`src/rtl/alu_pkg.sv`:
```
`default_nettype none
// ============================================================================
// Module      : alu_pkg
// Description : Shared types for the pipelined ALU. Provides the operation
//               code enum, the control FSM state enum, and a helper that
//               derives the result width from the operand width.
// Revision    : 1.0 - initial release
// ============================================================================
package alu_pkg;

    localparam int OP_W = 3;

    typedef enum logic [OP_W-1:0] {
        OP_ADD   = 3'b000,
        OP_SUB   = 3'b001,
        OP_MUL   = 3'b010,
        OP_DIV   = 3'b011,
        OP_LOR   = 3'b100,
        OP_LAND  = 3'b101,
        OP_COMP  = 3'b110,
        OP_SHIFT = 3'b111
    } op_e;

    typedef enum logic [1:0] {
        IDLE = 2'b00,   // no result held
        DIVB = 2'b01,   // divider iterating
        DONE = 2'b10    // result held, out_valid asserted
    } state_e;

    // Result width is always twice the operand width.
    function automatic int res_width(input int n);
        return 2 * n;
    endfunction

endpackage
`default_nettype wire

```
`src/rtl/alu_pipe_if.sv`:
```
`default_nettype none
// ============================================================================
// Module      : alu_pipe_if
// Description : Command/result bus of the pipelined ALU.
//               Request side : in_valid, in_ready, op_code, inp1, inp2
//               Result side  : out_valid, out_ready, outp, flag_zero,
//                              flag_neg, flag_err
//               master = command driver / result consumer, slave = ALU.
// Revision    : 1.0 - initial release
// ============================================================================
interface alu_pipe_if
    import alu_pkg::*;
#(
    parameter int N = 8
);
    localparam int W = res_width(N);

    logic             in_valid;
    logic             in_ready;
    logic [OP_W-1:0]  op_code;
    logic [N-1:0]     inp1;
    logic [N-1:0]     inp2;
    logic             out_valid;
    logic             out_ready;
    logic [W-1:0]     outp;
    logic             flag_zero;
    logic             flag_neg;
    logic             flag_err;

    modport master (
        output in_valid, op_code, inp1, inp2, out_ready,
        input  in_ready, out_valid, outp, flag_zero, flag_neg, flag_err
    );

    modport slave (
        input  in_valid, op_code, inp1, inp2, out_ready,
        output in_ready, out_valid, outp, flag_zero, flag_neg, flag_err
    );

endinterface
`default_nettype wire

```
`src/rtl/alu_divider.sv`:
```
`default_nettype none
// ============================================================================
// Module      : alu_divider
// Description : N-cycle restoring divider, one quotient bit per cycle.
//               The first iteration is performed on the start edge directly
//               from the dividend/divisor inputs, so quotient/remainder are
//               final in the cycle where done pulses (N cycles after start).
// Ports       : clk, reset          - clock, synchronous active-high reset
//               start               - begin a division (divisor must be != 0)
//               dividend, divisor   - operands, sampled on the start edge
//               busy                - iterations still outstanding
//               done                - one-cycle pulse, results valid
//               quotient, remainder - division results
// Revision    : 1.0 - initial release
// ============================================================================
module alu_divider #(
    parameter int N = 8
) (
    input  logic         clk,
    input  logic         reset,
    input  logic         start,
    input  logic [N-1:0] dividend,
    input  logic [N-1:0] divisor,
    output logic         busy,
    output logic         done,
    output logic [N-1:0] quotient,
    output logic [N-1:0] remainder
);

    localparam int            CW        = $clog2(N + 1);
    localparam logic [CW-1:0] CNT_INIT  = CW'(N - 1);
    localparam logic [CW-1:0] CNT_LAST  = CW'(1);

    logic [N-1:0]  rem_q, quo_q, dvs_q;
    logic [CW-1:0] cnt_q;
    logic          busy_q, done_q;

    // Operand sources for this cycle's iteration: fresh inputs on start,
    // otherwise the partial results carried in the registers.
    logic [N-1:0] rem_src, quo_src, dvs_src;
    logic [N:0]   partial, diff;
    logic         fit;
    logic [N-1:0] rem_d, quo_d;

    always_comb begin
        rem_src = start ? '0       : rem_q;
        quo_src = start ? dividend : quo_q;
        dvs_src = start ? divisor  : dvs_q;
        partial = {rem_src, quo_src[N-1]};
        diff    = partial - {1'b0, dvs_src};
        // No borrow out of the subtraction means partial >= divisor.
        fit     = ~diff[N];
        rem_d   = fit ? diff[N-1:0] : partial[N-1:0];
        quo_d   = {quo_src[N-2:0], fit};
    end

    always_ff @(posedge clk) begin
        if (reset) begin
            rem_q  <= '0;
            quo_q  <= '0;
            dvs_q  <= '0;
            cnt_q  <= '0;
            busy_q <= 1'b0;
            done_q <= 1'b0;
        end else begin
            done_q <= 1'b0;
            if (start) begin
                rem_q  <= rem_d;
                quo_q  <= quo_d;
                dvs_q  <= divisor;
                cnt_q  <= CNT_INIT;
                busy_q <= 1'b1;
            end else if (busy_q) begin
                rem_q <= rem_d;
                quo_q <= quo_d;
                cnt_q <= cnt_q - 1'b1;
                if (cnt_q == CNT_LAST) begin
                    busy_q <= 1'b0;
                    done_q <= 1'b1;
                end
            end
        end
    end

    assign busy      = busy_q;
    assign done      = done_q;
    assign quotient  = quo_q;
    assign remainder = rem_q;

endmodule
`default_nettype wire

```
`src/rtl/alu_pipe.sv`:
```
`default_nettype none
// ============================================================================
// Module      : alu_pipe
// Description : Eight-operation ALU with valid/ready handshakes, a multi-cycle
//               divider and status flags. Single-cycle ops are registered on
//               the accept edge; DIV with a non-zero divisor runs N cycles in
//               alu_divider. The held result is stable until it is taken.
// Ports       : clk   - clock, rising edge
//               reset - synchronous active-high reset
//               bus   - alu_pipe_if slave: in_valid/in_ready, op_code,
//                       inp1, inp2, out_valid/out_ready, outp, flag_zero,
//                       flag_neg, flag_err
// Revision    : 1.0 - initial release
// ============================================================================
module alu_pipe
    import alu_pkg::*;
#(
    parameter int N = 8
) (
    input  logic      clk,
    input  logic      reset,
    alu_pipe_if.slave bus
);

    localparam int W = res_width(N);

    state_e       state_q, state_d;
    logic [W-1:0] outp_q, outp_d;
    logic         zero_q, zero_d;
    logic         neg_q, neg_d;
    logic         err_q, err_d;

    op_e          op;
    logic         accept;
    logic         div_start;
    logic         div_busy;
    logic         div_done;
    logic [N-1:0] div_quo, div_rem;

    logic [W-1:0] a_ext, b_ext;
    logic [W-1:0] alu_res;
    logic         alu_neg, alu_err;

    assign op        = op_e'(bus.op_code);
    assign accept    = bus.in_valid && bus.in_ready;
    assign div_start = accept && (op == OP_DIV) && (bus.inp2 != '0);
    assign a_ext     = {{N{1'b0}}, bus.inp1};
    assign b_ext     = {{N{1'b0}}, bus.inp2};

    // Single-cycle datapath. The DIV arm only matters for a zero divisor;
    // non-zero divisors are routed to the sequential divider instead.
    always_comb begin
        alu_res = '0;
        alu_neg = 1'b0;
        alu_err = 1'b0;
        case (op)
            OP_ADD:   alu_res = a_ext + b_ext;
            OP_SUB: begin
                if (bus.inp2 > bus.inp1) begin
                    alu_res = b_ext - a_ext;
                    alu_neg = 1'b1;
                end else begin
                    alu_res = a_ext - b_ext;
                end
            end
            OP_MUL:   alu_res = a_ext * b_ext;
            OP_DIV: begin
                alu_res = {bus.inp1, {N{1'b1}}};
                alu_err = (bus.inp2 == '0);
            end
            OP_LOR:   alu_res = {{N{1'b0}}, bus.inp1 | bus.inp2};
            OP_LAND:  alu_res = {{N{1'b0}}, bus.inp1 & bus.inp2};
            OP_COMP:  alu_res = {{(W-1){1'b0}}, bus.inp1 == bus.inp2};
            OP_SHIFT: alu_res = {bus.inp1[N-2:0], 1'b0, 1'b0, bus.inp2[N-1:1]};
        endcase
    end

    alu_divider #(
        .N (N)
    ) u_div (
        .clk       (clk),
        .reset     (reset),
        .start     (div_start),
        .dividend  (bus.inp1),
        .divisor   (bus.inp2),
        .busy      (div_busy),
        .done      (div_done),
        .quotient  (div_quo),
        .remainder (div_rem)
    );

    // Next-state and result-register logic. Registers hold by default so a
    // stalled result stays bit-stable in DONE.
    always_comb begin
        state_d = state_q;
        outp_d  = outp_q;
        neg_d   = neg_q;
        err_d   = err_q;
        case (state_q)
            IDLE, DONE: begin
                if (accept) begin
                    if (div_start) begin
                        state_d = DIVB;
                    end else begin
                        state_d = DONE;
                        outp_d  = alu_res;
                        neg_d   = alu_neg;
                        err_d   = alu_err;
                    end
                end else if ((state_q == DONE) && bus.out_ready) begin
                    state_d = IDLE;
                end
            end
            DIVB: begin
                if (div_done) begin
                    state_d = DONE;
                    outp_d  = {div_rem, div_quo};
                    neg_d   = 1'b0;
                    err_d   = 1'b0;
                end else if (!div_busy) begin
                    // Divider lost its operation; drop back rather than hang.
                    state_d = IDLE;
                end
            end
            default: state_d = IDLE;
        endcase
        zero_d = (outp_d == '0);
    end

    always_ff @(posedge clk) begin
        if (reset) begin
            state_q <= IDLE;
            outp_q  <= '0;
            zero_q  <= 1'b0;
            neg_q   <= 1'b0;
            err_q   <= 1'b0;
        end else begin
            state_q <= state_d;
            outp_q  <= outp_d;
            zero_q  <= zero_d;
            neg_q   <= neg_d;
            err_q   <= err_d;
        end
    end

    assign bus.in_ready  = (state_q == IDLE) || ((state_q == DONE) && bus.out_ready);
    assign bus.out_valid = (state_q == DONE);
    assign bus.outp      = outp_q;
    assign bus.flag_zero = zero_q;
    assign bus.flag_neg  = neg_q;
    assign bus.flag_err  = err_q;

endmodule
`default_nettype wire

```
`src/flat_wrapper.sv`:
```
// flat-port wrapper written by rule: the top's interface ports become plain ports
module alu_pipe_flat import alu_pkg::*;
#(
    parameter int N = 8
)
  (clk, reset, bus_in_valid, bus_op_code, bus_inp1, bus_inp2, bus_out_ready, bus_in_ready, bus_out_valid, bus_outp, bus_flag_zero, bus_flag_neg, bus_flag_err);
  alu_pipe_if #(.N(N)) bus_i ();
  input  logic clk;
  input  logic reset;
  input wire logic [$bits(bus_i.in_valid)-1:0] bus_in_valid;
  input wire logic [$bits(bus_i.op_code)-1:0] bus_op_code;
  input wire logic [$bits(bus_i.inp1)-1:0] bus_inp1;
  input wire logic [$bits(bus_i.inp2)-1:0] bus_inp2;
  input wire logic [$bits(bus_i.out_ready)-1:0] bus_out_ready;
  output wire logic [$bits(bus_i.in_ready)-1:0] bus_in_ready;
  output wire logic [$bits(bus_i.out_valid)-1:0] bus_out_valid;
  output wire logic [$bits(bus_i.outp)-1:0] bus_outp;
  output wire logic [$bits(bus_i.flag_zero)-1:0] bus_flag_zero;
  output wire logic [$bits(bus_i.flag_neg)-1:0] bus_flag_neg;
  output wire logic [$bits(bus_i.flag_err)-1:0] bus_flag_err;
  assign bus_i.in_valid = bus_in_valid;
  assign bus_i.op_code = bus_op_code;
  assign bus_i.inp1 = bus_inp1;
  assign bus_i.inp2 = bus_inp2;
  assign bus_i.out_ready = bus_out_ready;
  assign bus_in_ready = bus_i.in_ready;
  assign bus_out_valid = bus_i.out_valid;
  assign bus_outp = bus_i.outp;
  assign bus_flag_zero = bus_i.flag_zero;
  assign bus_flag_neg = bus_i.flag_neg;
  assign bus_flag_err = bus_i.flag_err;
  alu_pipe #(.N(N)) u_core (.clk(clk), .reset(reset), .bus(bus_i));
endmodule
```
`config.mk`:
```
export PLATFORM = sky130hd
export DESIGN_NAME = alu_pipe_flat
export DESIGN_NICKNAME = d
export VERILOG_FILES = /design/src/rtl/alu_pkg.sv /design/src/rtl/alu_pipe_if.sv /design/src/rtl/alu_divider.sv /design/src/rtl/alu_pipe.sv /design/src/flat_wrapper.sv
export SDC_FILE = /design/constraint.sdc
export NUM_CORES = 1
export LEC_CHECK = 0
export CORE_MARGIN = 8
export CORE_UTILIZATION = 55
export DETAILED_ROUTE_END_ITERATION = 12
export GPL_ROUTABILITY_DRIVEN = 1
export PLACE_DENSITY = 0.75
export SETUP_SLACK_MARGIN = 0.4
export SLEW_MARGIN = 25
export SYNTH_ARGS = -nofsm -noshare
export SYNTH_HDL_FRONTEND = slang
export SYNTH_SLANG_ARGS = --single-unit
```
`constraint.sdc`:
```
create_clock -name clk -period 17.8 [get_ports clk]
set_clock_uncertainty 0.1 [all_clocks]
set_input_delay 3.56 -clock clk [delete_from_list [all_inputs] [get_ports clk]]
set_output_delay 3.56 -clock clk [all_outputs]
set_load 0.05 [all_outputs]
```
Word-level counts from Yosys, hierarchy flattened
Index checks and enable logic that the tools add are counted.

Flip-flop bits (word level): 51. Logic and storage cells: 92.

$add $sub $neg: 5. Multiply operators: 1. $lt $le $gt $ge: 1. Eq/ne operators: 16. Mux-type cells: 36. Bitwise gates (word level): 4. Reductions and logical operators: 17.

Operators by type and width (count): case mux 16 bit (8 select lines) (1); 2-to-1 mux 16 bit (4); 2-to-1 mux 8 bit (8); case mux 16 bit (2 select lines) (1); subtractor 8 x 8 -> 9 bit (2); zero test 16 bit (1); multiplier 8 x 8 -> 16 bit (1); equality test 3 bit (second input constant) (4); 2-to-1 mux 1 bit (12); 2-to-1 mux 2 bit (5); adder 8 x 8 -> 9 bit (1); subtractor 9 x 8 -> 9 bit (1); AND 8 bit (1); equality test 8 bit (1); > comparator 8 bit (1); zero test 8 bit (1); bitwise OR 8 bit (1); nonzero test 8 bit (1); equality test 3 x 2 -> 1 bit (second input constant) (2); 2-to-1 mux 3 bit (2); equality test 4 x 1 -> 1 bit (second input constant) (1); logical AND 1 bit (4); inequality test 2 bit (second input constant) (2); case mux 1 bit (2 select lines) (2); 17 further kinds (20).

Longest topological paths before layout
Gate-level depths: netlist of the first run.

Depth in word-level cells: 11. Depth in mapped cells: 20. Mapped depth without buffers: 20.

By module
From an unflattened synthesis of the first run, not the netlist that was laid out.

Cells, all modules: 862. Area, all modules: 6693.9 um^2.

Modules (own cells, without submodules): alu_pipe (instances 1, cells an instance 659, area each 4942.2 um^2, sequential area each 420.4 um^2); alu_divider (instances 1, cells an instance 203, area each 1751.7 um^2, sequential area each 600.6 um^2).

Worst setup path after synthesis of the first run
Ideal clock, no wire load.

Path type: input-to-reg. Start point: input port bus_inp1[1]. End point: register u_core.zero_q (netlist: u_core.bus.flag_zero). Setup time: 0.088 ns. Arrival: 7.879 ns. Setup slack: 9.733 ns. Cell stages on the path: 18. Buffers on the path: 0. Cells stage by stage: inv_1 -> nor2_1 -> fa_1 -> fa_1 -> inv_1 -> fa_1 -> fa_1 -> inv_1 -> ha_1 -> o21ai_0 -> nor2_1 -> o41ai_1 -> o21ai_1 -> a21o_1 -> a21oi_1 -> xnor2_1 -> a211o_1 -> nor4_2.

Cells in the longest elaborated chain, start to end: 7. Elaborated cells on any way between the ends: 14. Those cells by class: add/sub (3); mul (1); order compare (1); eq/ne (1); mux (5); bitwise (2); reduce/logical (1).

Ends and longest elaborated chain: from (decl) (line flat_wrapper.sv:12) `input wire logic [$bits(bus_i.inp1)-1:0] bus_inp1;`; parallel branches: the longest is 2 deep, another holds multiplier 8 x 8 -> 16 bit; case mux 16 bit (8 select lines) * (line alu_pipe.sv:56) `case (op)`; 2-to-1 mux 16 bit * (line alu_pipe.sv:102) `if (div_start) begin`; 2-to-1 mux 16 bit * (line alu_pipe.sv:101) `if (accept) begin`; case mux 16 bit (2 select lines) * (line alu_pipe.sv:99) `case (state_q)`; zero test 16 bit * (line alu_pipe.sv:127) `zero_d = (outp_d == '0);`; to (signal assigned) (line alu_pipe.sv:140) `zero_q <= zero_d;`; to (decl) (line alu_pipe.sv:29) `logic zero_q, zero_d;`.

Mark *: on every way between the ends. A chain may end at the register's enable or synchronous reset.

Final worst setup path of the first run
Ends and elaborated chain as after synthesis.

==> impl_results.md, run 1 <==
- Power density normalized to cell area: 77.1 nW/µm²
- Die area: 15900 µm²
- Sequential cell area fraction in the yosys report: 0.153
- Total grt overflow: 0
- Count of final hold-check violations: 0
- Worst Min Path Start: u_core.u_div.remainder[0]
- Static leakage: 3.32 nW
- Crit-path slowest cell: clkdlybuf4s50_1
- Setup repair after global routing missed its margin: no
- Synth Warn #: 0
- Startpoint type of the worst setup path: input pin
- Destination of the worst register-to-register timing path: u_core.u_div.remainder[5]
- Endpoint kind of the worst setup timing path: flop
- # resized after CTS: 0
- Clock tree buffer depth: 2
- Total Negative Setup Slacks: 0 ns
- Slowest Stage Delay on Critical Path: 0.68 ns
- Max-cap violations: 0
- Part of the cycle the worst path needs: 0.518
- Share of cells above drive strength 1: 0.0445
- Total nets after synthesis: 1000
- Clock latency at the later pin of the worst-skew pair: 0.30 ns
- Timing-limited maximum frequency: 0.109 GHz
- Worst Hold Margin: 0.407 ns
- Total standard cell area after synthesis: 6680 µm²
- Number of detailed-routing iterations run before antenna repair: 7
- Gate Count Post-Synth: 859
- DIE WIDTH: 126 µm
- Fraction of synthesized area in multiplexers: 0.0484
- Worst r2r src: u_core.state_q[0]
- Shortest period the worst path allows: 9.22 ns
- Fillcell total: 1101
- Final Max Slew Viols: 0
- Most instantiated flip-flop cell in the synthesis netlist: dfxtp_1
- Vertical extent of the die: 126 µm
- Combinational family with the most area after synthesis: adder cells
- Worst slew margin relative to its limit: 0.436
- Cell Chain, Critical Path: clkdlybuf4s50_1 -> inv_1 -> nor2_1 -> fa_1 -> fa_1 -> inv_1 -> fa_1 -> fa_1 -> inv_1 -> ha_1 -> o21ai_0 -> nor2_1 -> o41ai_1 -> o21ai_1 -> a21o_1 -> a21oi_1 -> xnor2_1 -> a211o_1 -> nor4_2
- Critical path fanouts, max: 9
- # clock sinks: 51
- Starting DRT DRC Count: 687
- DP HPWL: 16300 µm
- Share of flip-flops with an asynchronous set or reset: 0
- Unique masters post-synth: 73
- Number of cell instances on the worst register-to-register path: 16
- H-Tree Level Count: 2
- Final antenna diode count: 0
- Crit path DAT: 9.33 ns
- Initial core utilization: 0.561
- Final setup vio count: 0
- Share of the synthesized area in compound gates (AO/OA/AOI/OAI): 0.223
- Avg WL per Cell: 20.6 µm
- Number of rows in the core area: 40
- Xor and xnor fraction of the mapped netlist area: 0.0289
- Slew at the pin closest to its max-slew limit: 0.842 ns
- Post-route ant nets: 0
- Worst-case vdd ir drop: 71.7 µV
- Outcome: completed
- Post-route DRC violation count: 0
- Post-synthesis share of cell area spent on full adders, half adders and majority gates: 0.266
- Number of global-route vias before repair: 6440
- Number of enable-type register cells in the synthesized netlist: 0
- Number of register bits inferred by synthesis: 51
- Hold path endpoint: u_core.u_div.remainder[0]
- Simple-gate share of the synthesized area: 0.207
- Final weighted congestion in routability-driven placement: 0.946
- Number of vias per cell after detailed routing: 6.41
- Post-Synthesis Mean Instance Area: 7.77 µm²
- Placeable core region: 11900 µm²
- Overall routing resource usage: 0.265
- Final Net Count: 1017
- Path type of the worst min-delay path: reg2reg
- Most Frequent Cell on Critical Path: fa_1
- Required time of the critical path: 17.91 ns
- Layout overhead on the synthesized area: 9.90%
- Num CTS Buffers: 5
- Post-CTS Hold Buffers: 0
- # IOs: 44
- Largest net degree at the start of global routing: 47
- Critical path class: in2reg
- Vias after detailed routing: 6563
- CTS Root Cell: clkbuf_16
- Number of setup buffers added after CTS: 0
- Util after Layout: 0.616
- Total Wirelength: 21100 µm
- Hold-critical path depth: 2
- Antenna violations before repair: 0
- Flop-to-flop setup slack: 12.89 ns
- CTS tree: built
- First-pass GRT wire length: 34300 µm
- Clk slew on worst S/H paths: 0.07 ns
- Port Buffer Count: 43
power by group:
group / internal (mW) / leakage (nW) / switching [mW]
registers: 0.121 / 0.415 / 0.00672
clock network: 0.0563 / 0.0731 / 0.0451
logic: 0.126 / 2.83 / 0.210
total: 0.304 / 3.32 / 0.262
cell type report:
cell class                 count  area [µm²]  area share
timing repair buffer          50         483      0.0658
tap                          147         184      0.0251
clock buffer                   6         139      0.0189
sequential                    51        1020       0.139
clock inverter                 2        16.3     0.00222
inverter                      87         327      0.0445
multi-input combinational    681        5170       0.704
placed cells by master, fill, tap and decap left out, types with 3 or more instances in the layout:
master and instances:
nand2_1 49, or4_1 4, a31oi_1 14, nor2_1 131, inv_1 81, o21ai_0 31
clkdlybuf4s50_1 43, nand3_1 13, clkbuf_16 5, xnor2_1 12, o221ai_1 6, clkinv_1 5
or3_1 12, o21bai_1 5, a211o_1 7, o211ai_1 3, and2_1 11, nor4b_1 3
a211oi_1 33, mux2i_1 30, o311a_1 3, nand2b_1 7, nor3b_1 5, a31o_2 3
ha_1 78, xor2_1 9, and3_1 4, a2111oi_0 4, nor2b_1 9, a21oi_1 60
nor3_1 25, dfxtp_1 51, a32oi_1 3, nand4_1 5, fa_1 40, a21o_1 14
buf_4 7
flip-flops by register name (all words and copies together), names as in the netlist, 2 cells and up:
signal	count
u_core.bus.outp	16
u_core.u_div.dvs_q	8
u_core.u_div.quotient	8
u_core.u_div.remainder	8
u_core.u_div.cnt_q	4
u_core.state_q	2
through the flow:
step / cell area (µm²) / total power, mW / std cells / worst slack, ns
5_1_grt: 7340 / 0.606 / 1024 / 8.29
3_3_place_gp: 7170 / 0.448 / 1016 / 8.49
4_1_cts: 7330 / 0.560 / 1024 / 8.56
2_1_floorplan: 6680 / 0.367 / 859 / 9.73
3_5_place_dp: 7170 / 0.458 / 1016 / 8.26
6_report: 7340 / 0.566 / 1024 / 8.58
metal layers:
layer	share of wire	global-route usage	vias to the layer above
met5	0	0	-
met4	0.030	0.0962	0
li1	-	-	3050
met2	0.47	0.434	312
met3	0.074	0.0384	58
met1	0.43	0.346	3143
synth_stat cells, types with 3 or more instances:
library cell	count	share of area
o211ai_1	3	0.0034
nand2b_1	7	0.0066
a32oi_1	3	0.0039
a211oi_1	33	0.037
a21o_1	14	0.016
buf_1	6	0.0034
and3_1	4	0.0037
nor2b_1	9	0.0084
inv_1	81	0.046
clkbuf_1	26	0.015
fa_1	40	0.12
nand4_1	5	0.0047
xnor2_1	12	0.016
o21ai_0	31	0.023
buf_2	6	0.0045
o221ai_1	6	0.0079
o311a_1	3	0.0045
a31oi_1	14	0.013
nor2_1	131	0.074
o21bai_1	5	0.0056
nor4b_1	3	0.0039
nand3_1	13	0.0097
nor3b_1	5	0.0056
or3_1	12	0.011
a31o_2	3	0.0039
nand2_1	49	0.028
dfxtp_1	51	0.15
or4_1	4	0.0045
mux2i_1	30	0.045
a211o_1	7	0.0092
and2_1	11	0.010
a2111oi_0	4	0.0052
nor3_1	25	0.019
xor2_1	10	0.013
clkinv_1	5	0.0028
a21oi_1	60	0.045
ha_1	78	0.15
critical path, delay by kind of cell:
kind,cells,cell delay [ns]
xor+xnor,1,0.10
fa+ha+maj,5,2.34
simple gates,3,0.45
compound gates,6,1.67
buf+inv,4,1.18
worst max-delay path by stage:
stage / startpoint / to / slack (ns) / depth (start not counted)
final: bus_inp1[1] / u_core.bus.flag_zero / 8.58 / 19
after CTS: bus_inp1[1] / u_core.bus.flag_zero / 8.56 / 19
after floorplan: bus_inp1[1] / u_core.bus.flag_zero / 9.73 / 18
after global placement: bus_inp1[1] / u_core.bus.flag_zero / 8.49 / 19
after global routing: bus_inp1[1] / u_core.bus.flag_zero / 8.29 / 19
after detailed placement: bus_inp1[1] / u_core.bus.flag_zero / 8.26 / 19
cell families after synthesis:
| kind of cell | count (synthesis) |
|---|---|
| buf+inv | 127 |
| simple gates | 291 |
| flops | 51 |
| compound gates | 218 |
| xor+xnor | 22 |
| mux | 32 |
| fa+ha+maj | 118 |
Note: power is estimated with default switching activity, not from simulation.
==> inputs of run 2 (changes only) <==
- clock period: 17.8 -> 8.6 ns (I/O delays scaled with it)
==> impl_results.md, run 2 (synthesis results as in run 1) <==
- Port Buffer Count: 43 (unchanged)
- Worst setup path endpoint: u_core.bus.flag_zero
- Destination of the worst register-to-register timing path: u_core.u_div.remainder[5]
- Cell Chain, Critical Path: clkdlybuf4s50_1 -> clkinv_1 -> nor2_1 -> fa_1 -> ha_1 -> inv_1 -> fa_1 -> fa_1 -> inv_1 -> ha_1 -> o21ai_0 -> nor2_1 -> o41ai_1 -> o21ai_1 -> a21o_1 -> a21oi_1 -> xnor2_1 -> a211o_1 -> nor4_2
- Clock latency at the later pin of the worst-skew pair: 0.29 ns (about the same)
- Initial core utilization: 0.561 (unchanged)
- Startpoint type of the worst setup path: input pin
- Power density normalized to cell area: 163 nW/µm² (+110%)
- Total Wirelength: 21100 µm (about the same)
- Worst Min Path Start: u_core.u_div.remainder[0]
- Util after Layout: 0.619 (+0.00347)
- Static leakage: 3.35 nW (+0.92%)
- DP HPWL: 16500 µm (+1.4%)
- Clk slew on worst S/H paths: 0.07 ns (about the same)
- Final Max Slew Viols: 0 (unchanged)
- Number of detailed-routing iterations run before antenna repair: 5 (-2)
- Layout overhead on the synthesized area: 10.5%
- Overall routing resource usage: 0.262 (-0.00247)
- # clock sinks: 51 (unchanged)
- Design Power: 1.20 mW (+110%)
- Placeable core region: 11900 µm² (unchanged)
- Slew at the pin closest to its max-slew limit: 0.876 ns (+0.0332 ns)
- Worst r2r src: u_core.state_q[0]
- Number of flip-flops under the largest register name: 16 (unchanged)
- Flop-to-flop setup slack: 3.69 ns (-9.20 ns)
- Count of final hold-check violations: 0 (unchanged)
- Crit path buf inv count: 4 (unchanged)
- Cell Area, Placed: 7200 µm² (+0.42%)
- Final antenna diode count: 0 (unchanged)
- Post-route ant nets: 0 (unchanged)
- Number of cell instances on the worst register-to-register path: 17 (+1)
- Total Negative Setup Slacks: 0 ns (unchanged)
- Part of the cycle the worst path needs: 0.838
- Worst slew margin relative to its limit: 0.414 (-0.0222)
- Number of rows in the core area: 40 (unchanged)
- Path type of the worst min-delay path: reg2reg
- Critical path fanouts, max: 9 (unchanged)
- Vertical extent of the die: 126 µm (unchanged)
- Fillcell total: 1062 (-3.5%)
- Endpoint kind of the worst setup timing path: flop
- Post-CTS Hold Buffers: 0 (unchanged)
- Starting DRT DRC Count: 758 (+10%)
- Required time of the critical path: 8.71 ns (-9.20 ns)
- Share of cells above drive strength 1: 0.0477 (+0.00320)
- Hold-critical path depth: 2 (unchanged)
- Die area: 15900 µm² (unchanged)
- Area taken by multi-input logic gates: 5160 µm² (-0.15%)
- Post-route DRC violation count: 0 (unchanged)
- Most common cell after layout, fill and taps aside: nor2_1
- Final weighted congestion in routability-driven placement: 0.972 (+2.8%)
- # resized after CTS: 0 (unchanged)
- # IOs: 44 (unchanged)
- Outcome: completed
- Number of vias per cell after detailed routing: 6.41 (about the same)
- Crit path DAT: 7.32 ns (-2.01 ns)
- Vias after detailed routing: 6590 (+0.41%)
- Register area: 1020 µm² (unchanged)
- Total grt overflow: 0 (unchanged)
- Final setup vio count: 0 (unchanged)
- Largest net degree at the start of global routing: 47 (unchanged)
- Slowest Stage Delay on Critical Path: 0.65 ns (-0.03 ns)
- Crit path depth: 19 (unchanged)
- CTS Root Cell: clkbuf_16
- Commonest cells after routing, fill and taps aside: nor2_1 (131), inv_1 (81), ha_1 (78)
- First-pass GRT wire length: 34100 µm (-0.50%)
- Max-cap violations: 0 (unchanged)
- Clock tree buffer depth: 2 (unchanged)
- Most Frequent Cell on Critical Path: fa_1
- Timing-limited maximum frequency: 0.139 GHz
- Avg WL per Cell: 20.6 µm (-0.36%)
- Final Net Count: 1021 (+0.39%)
- Final critical-path setup slack: 1.39 ns (-7.19 ns)
- Antenna violations before repair: 1 (+1)
- Worst-case vdd ir drop: 133 µV (+86%)
- Critical path class: in2reg
- CTS tree: built
- Crit-path slowest cell: clkdlybuf4s50_1
- Num CTS Buffers: 5 (unchanged)
- Worst setup startpoint: bus_inp2[2]
- Number of setup buffers added after CTS: 0 (unchanged)
- H-Tree Level Count: 2 (unchanged)
- Design Area, Final: 7380 µm² (+0.56%)
- Number of global-route vias before repair: 6466 (+0.40%)
- Family of cells with the greatest summed delay on the critical path: adder cells
- DIE WIDTH: 126 µm (unchanged)
- Shortest period the worst path allows: 7.21 ns
- Setup repair after global routing missed its margin: no
- Worst slack at placement: 1.23 ns (-7.02 ns)
## run 2: through the flow
stage | hold slack [ns] | instances
floorplan | 0.344 | 859
global placement | 0.368 | 1020
detailed placement | 0.383 | 1020
CTS | 0.392 | 1028
global route | 0.412 | 1028
finish | 0.389 | 1028
## run 2: worst min-delay path by stage
stage,to,slack [ns]
CTS,u_core.u_div.remainder[0],0.39
global route,u_core.u_div.remainder[0],0.41
floorplan,u_core.u_div.remainder[0],0.34
detailed placement,u_core.u_div.remainder[0],0.38
global placement,u_core.u_div.remainder[0],0.37
finish,u_core.u_div.remainder[0],0.39
## run 2: area by class of cell
cell class	instances	share of cell area
clock buffer	6	0.0188
clock inverter	2	0.00475
inverter	87	0.0443
multi-input combinational	681	0.699
sequential	51	0.138
tap	147	0.0249
timing repair buffer	54	0.0695
## run 2: tightest hold or removal path: stages (launching register included)
cell     delay (ns)
dfxtp_1        0.33
nand2_1        0.06
a21oi_1        0.05
## run 2: report_power, final
| part | total (mW) | internal (mW) | switching (mW) |
|---|---|---|---|
| clock | 0.236 | 0.145 | 0.0911 |
| combinational | 0.700 | 0.264 | 0.435 |
| sequential | 0.264 | 0.250 | 0.0138 |
## run 2: routing by layer
layer,track usage,wire [µm],vias up
li1,-,-,3060
met1,0.340,9030,3140
met2,0.427,9800,325
met3,0.0414,1510,63
met4,0.105,786,2
met5,0,16,-
==> inputs of run 3 (changes only) <==
- clock period: 8.6 -> 6.9 ns (I/O delays scaled with it)
==> impl_results.md, run 3 (synthesis results as in run 1) <==
- CTS tree: built
- Number of detailed-routing iterations run before antenna repair: 5 (unchanged)
- Post-route DRC violation count: 0 (unchanged)
- Number of global-route vias before repair: 6649 (+2.8%)
- Hold-critical path depth: 2 (unchanged)
- Largest net degree at the start of global routing: 47 (unchanged)
- # clock sinks: 51 (unchanged)
- Placeable core region: 11900 µm² (unchanged)
- Setup repair after global routing missed its margin: yes
- Vias after detailed routing: 6695 (+1.6%)
- Final Net Count: 1037 (+1.6%)
- Critical path class: in2reg
- Total Negative Setup Slacks: 0 ns (unchanged)
- Path type of the worst min-delay path: reg2reg
- DIE WIDTH: 126 µm (unchanged)
- Avg WL per Cell: 20.6 µm (+0.31%)
- Destination of the worst register-to-register timing path: u_core.u_div.remainder[3]
- Worst slew margin relative to its limit: 0.446 (+0.0314)
- Static leakage: 3.47 nW (+3.5%)
- Port Buffer Count: 43 (unchanged)
- Count of final hold-check violations: 0 (unchanged)
- Worst slack at placement: -0.186 ns (-1.42 ns)
- Clock tree buffer depth: 2 (unchanged)
- Most common cell after layout, fill and taps aside: nor2_1
- Part of the cycle the worst path needs: 0.925
- Total grt overflow: 0 (unchanged)
- Critical path fanouts, max: 4 (-5)
- Flop-to-flop setup slack: 2.07 ns (-1.62 ns)
- Shortest period the worst path allows: 6.38 ns
- Startpoint type of the worst setup path: input pin
- Final antenna diode count: 0 (unchanged)
- Die area: 15900 µm² (unchanged)
- Post-route ant nets: 0 (unchanged)
- Worst-case vdd ir drop: 170 µV (+28%)
- Power density normalized to cell area: 201 nW/µm² (+24%)
- Endpoint kind of the worst setup timing path: flop
- Overall routing resource usage: 0.268 (+0.00550)
- Post-CTS Hold Buffers: 0 (unchanged)
- First-pass GRT wire length: 34900 µm (+2.4%)
- Hold path endpoint: u_core.u_div.remainder[0]
- Share of cells above drive strength 1: 0.0759 (+0.0282)
- Final Max Slew Viols: 0 (unchanged)
- Initial core utilization: 0.561 (unchanged)
- Vertical extent of the die: 126 µm (unchanged)
- Required time of the critical path: 7.01 ns (-1.70 ns)
- Final critical-path setup slack: 0.519 ns (-0.871 ns)
- Max-cap violations: 0 (unchanged)
- Final setup vio count: 0 (unchanged)
- Num CTS Buffers: 5 (unchanged)
- Clock latency at the later pin of the worst-skew pair: 0.29 ns (about the same)
- Clk slew on worst S/H paths: 0.06 ns (about the same)
- Timing-limited maximum frequency: 0.157 GHz
- Antenna violations before repair: 0 (-1)
- Slew at the pin closest to its max-slew limit: 0.829 ns (-0.0470 ns)
- Number of vias per cell after detailed routing: 6.42 (+0.13%)
- Number of flip-flops under the largest register name: 16 (unchanged)
- CTS Root Cell: clkbuf_16
- Worst r2r src: u_core.state_q[0]
- Worst Min Path Start: u_core.u_div.remainder[0]
- H-Tree Level Count: 2 (unchanged)
- Commonest cells after routing, fill and taps aside: nor2_1 (129), inv_1 (80), ha_1 (76)
- # IOs: 44 (unchanged)
- Layout overhead on the synthesized area: 12.8%
- Number of rows in the core area: 40 (unchanged)
- Number of cell instances on the worst register-to-register path: 18 (+1)
- Total Wirelength: 21500 µm (+1.8%)
- Starting DRT DRC Count: 743 (-2.0%)
- Crit path DAT: 6.49 ns (-0.83 ns)
- Final weighted congestion in routability-driven placement: 0.964 (-0.92%)
- DP HPWL: 17000 µm (+2.9%)
- Outcome: completed
## run 3: power breakdown
part / leakage, nW / switching [mW] / internal [mW]
Combinational: 2.98 / 0.561 / 0.346
Clock: 0.0769 / 0.107 / 0.169
Sequential: 0.415 / 0.0173 / 0.312
## run 3: worst max path at each step
stage,from,end,slack (ns),depth (start not counted)
3_5_place_dp,bus_inp2[3],u_core.bus.flag_zero,-0.19,19
3_3_place_gp,bus_inp2[3],u_core.bus.flag_zero,0.04,19
2_1_floorplan,bus_inp1[1],u_core.bus.flag_zero,1.01,18
4_1_cts,bus_inp2[3],u_core.bus.flag_zero,0.45,19
6_report,bus_inp1[3],u_core.bus.flag_zero,0.52,20
5_1_grt,bus_inp1[5],u_core.bus.flag_zero,0.31,21
## run 3: repair_timing
item,4_1_cts,5_1_grt
buffers inserted,0,1
gates resized for setup,7,15
setup endpoints to repair,2,7
pin swaps,0,2
## run 3: worst max-delay path, stage by stage
cell and delay [ns]:
clkdlybuf4s50_1 0.62, nand2_1 0.12, fa_1 0.49, fa_1 0.58
inv_1 0.06, fa_1 0.47, inv_1 0.05, fa_1 0.53
inv_1 0.04, ha_1 0.33, o21ai_1 0.13, nor2_1 0.10
o41ai_2 0.28, buf_4 0.17, o21ai_1 0.10, a21o_1 0.19
a21oi_1 0.17, xnor2_1 0.11, a211o_1 0.32, nor4_2 0.24
## run 3: per-stage QoR
step	cells	total power, mW	area (µm²)	hold WS, ns	util
detailed placement	1035	1.19	7320	0.376	0.614
global placement	1035	1.17	7320	0.364	0.614
finish	1043	1.51	7530	0.387	0.632
global route	1043	1.62	7530	0.425	0.632
floorplan	859	0.946	6680	0.344	-
CTS	1042	1.48	7480	0.386	0.628
## run 3: final cells by class
type                    count  area [µm²]
clock buffers               6         129
flip-flops and latches     51        1020
repair buffers             70         639
clock inverters             1        30.0
multi-input cells         681        5200
fillers                  1041        4380
well taps                 147         184
inverters                  87         330
## run 3: per-layer routing
| metal | part of all wire | GRT usage | vias up |
|---|---|---|---|
| met2 | 0.47 | 0.441 | 342 |
| met5 | 0 | 0 | - |
| met1 | 0.42 | 0.346 | 3221 |
| li1 | - | - | 3084 |
| met3 | 0.075 | 0.0430 | 48 |
| met4 | 0.035 | 0.0962 | 0 |
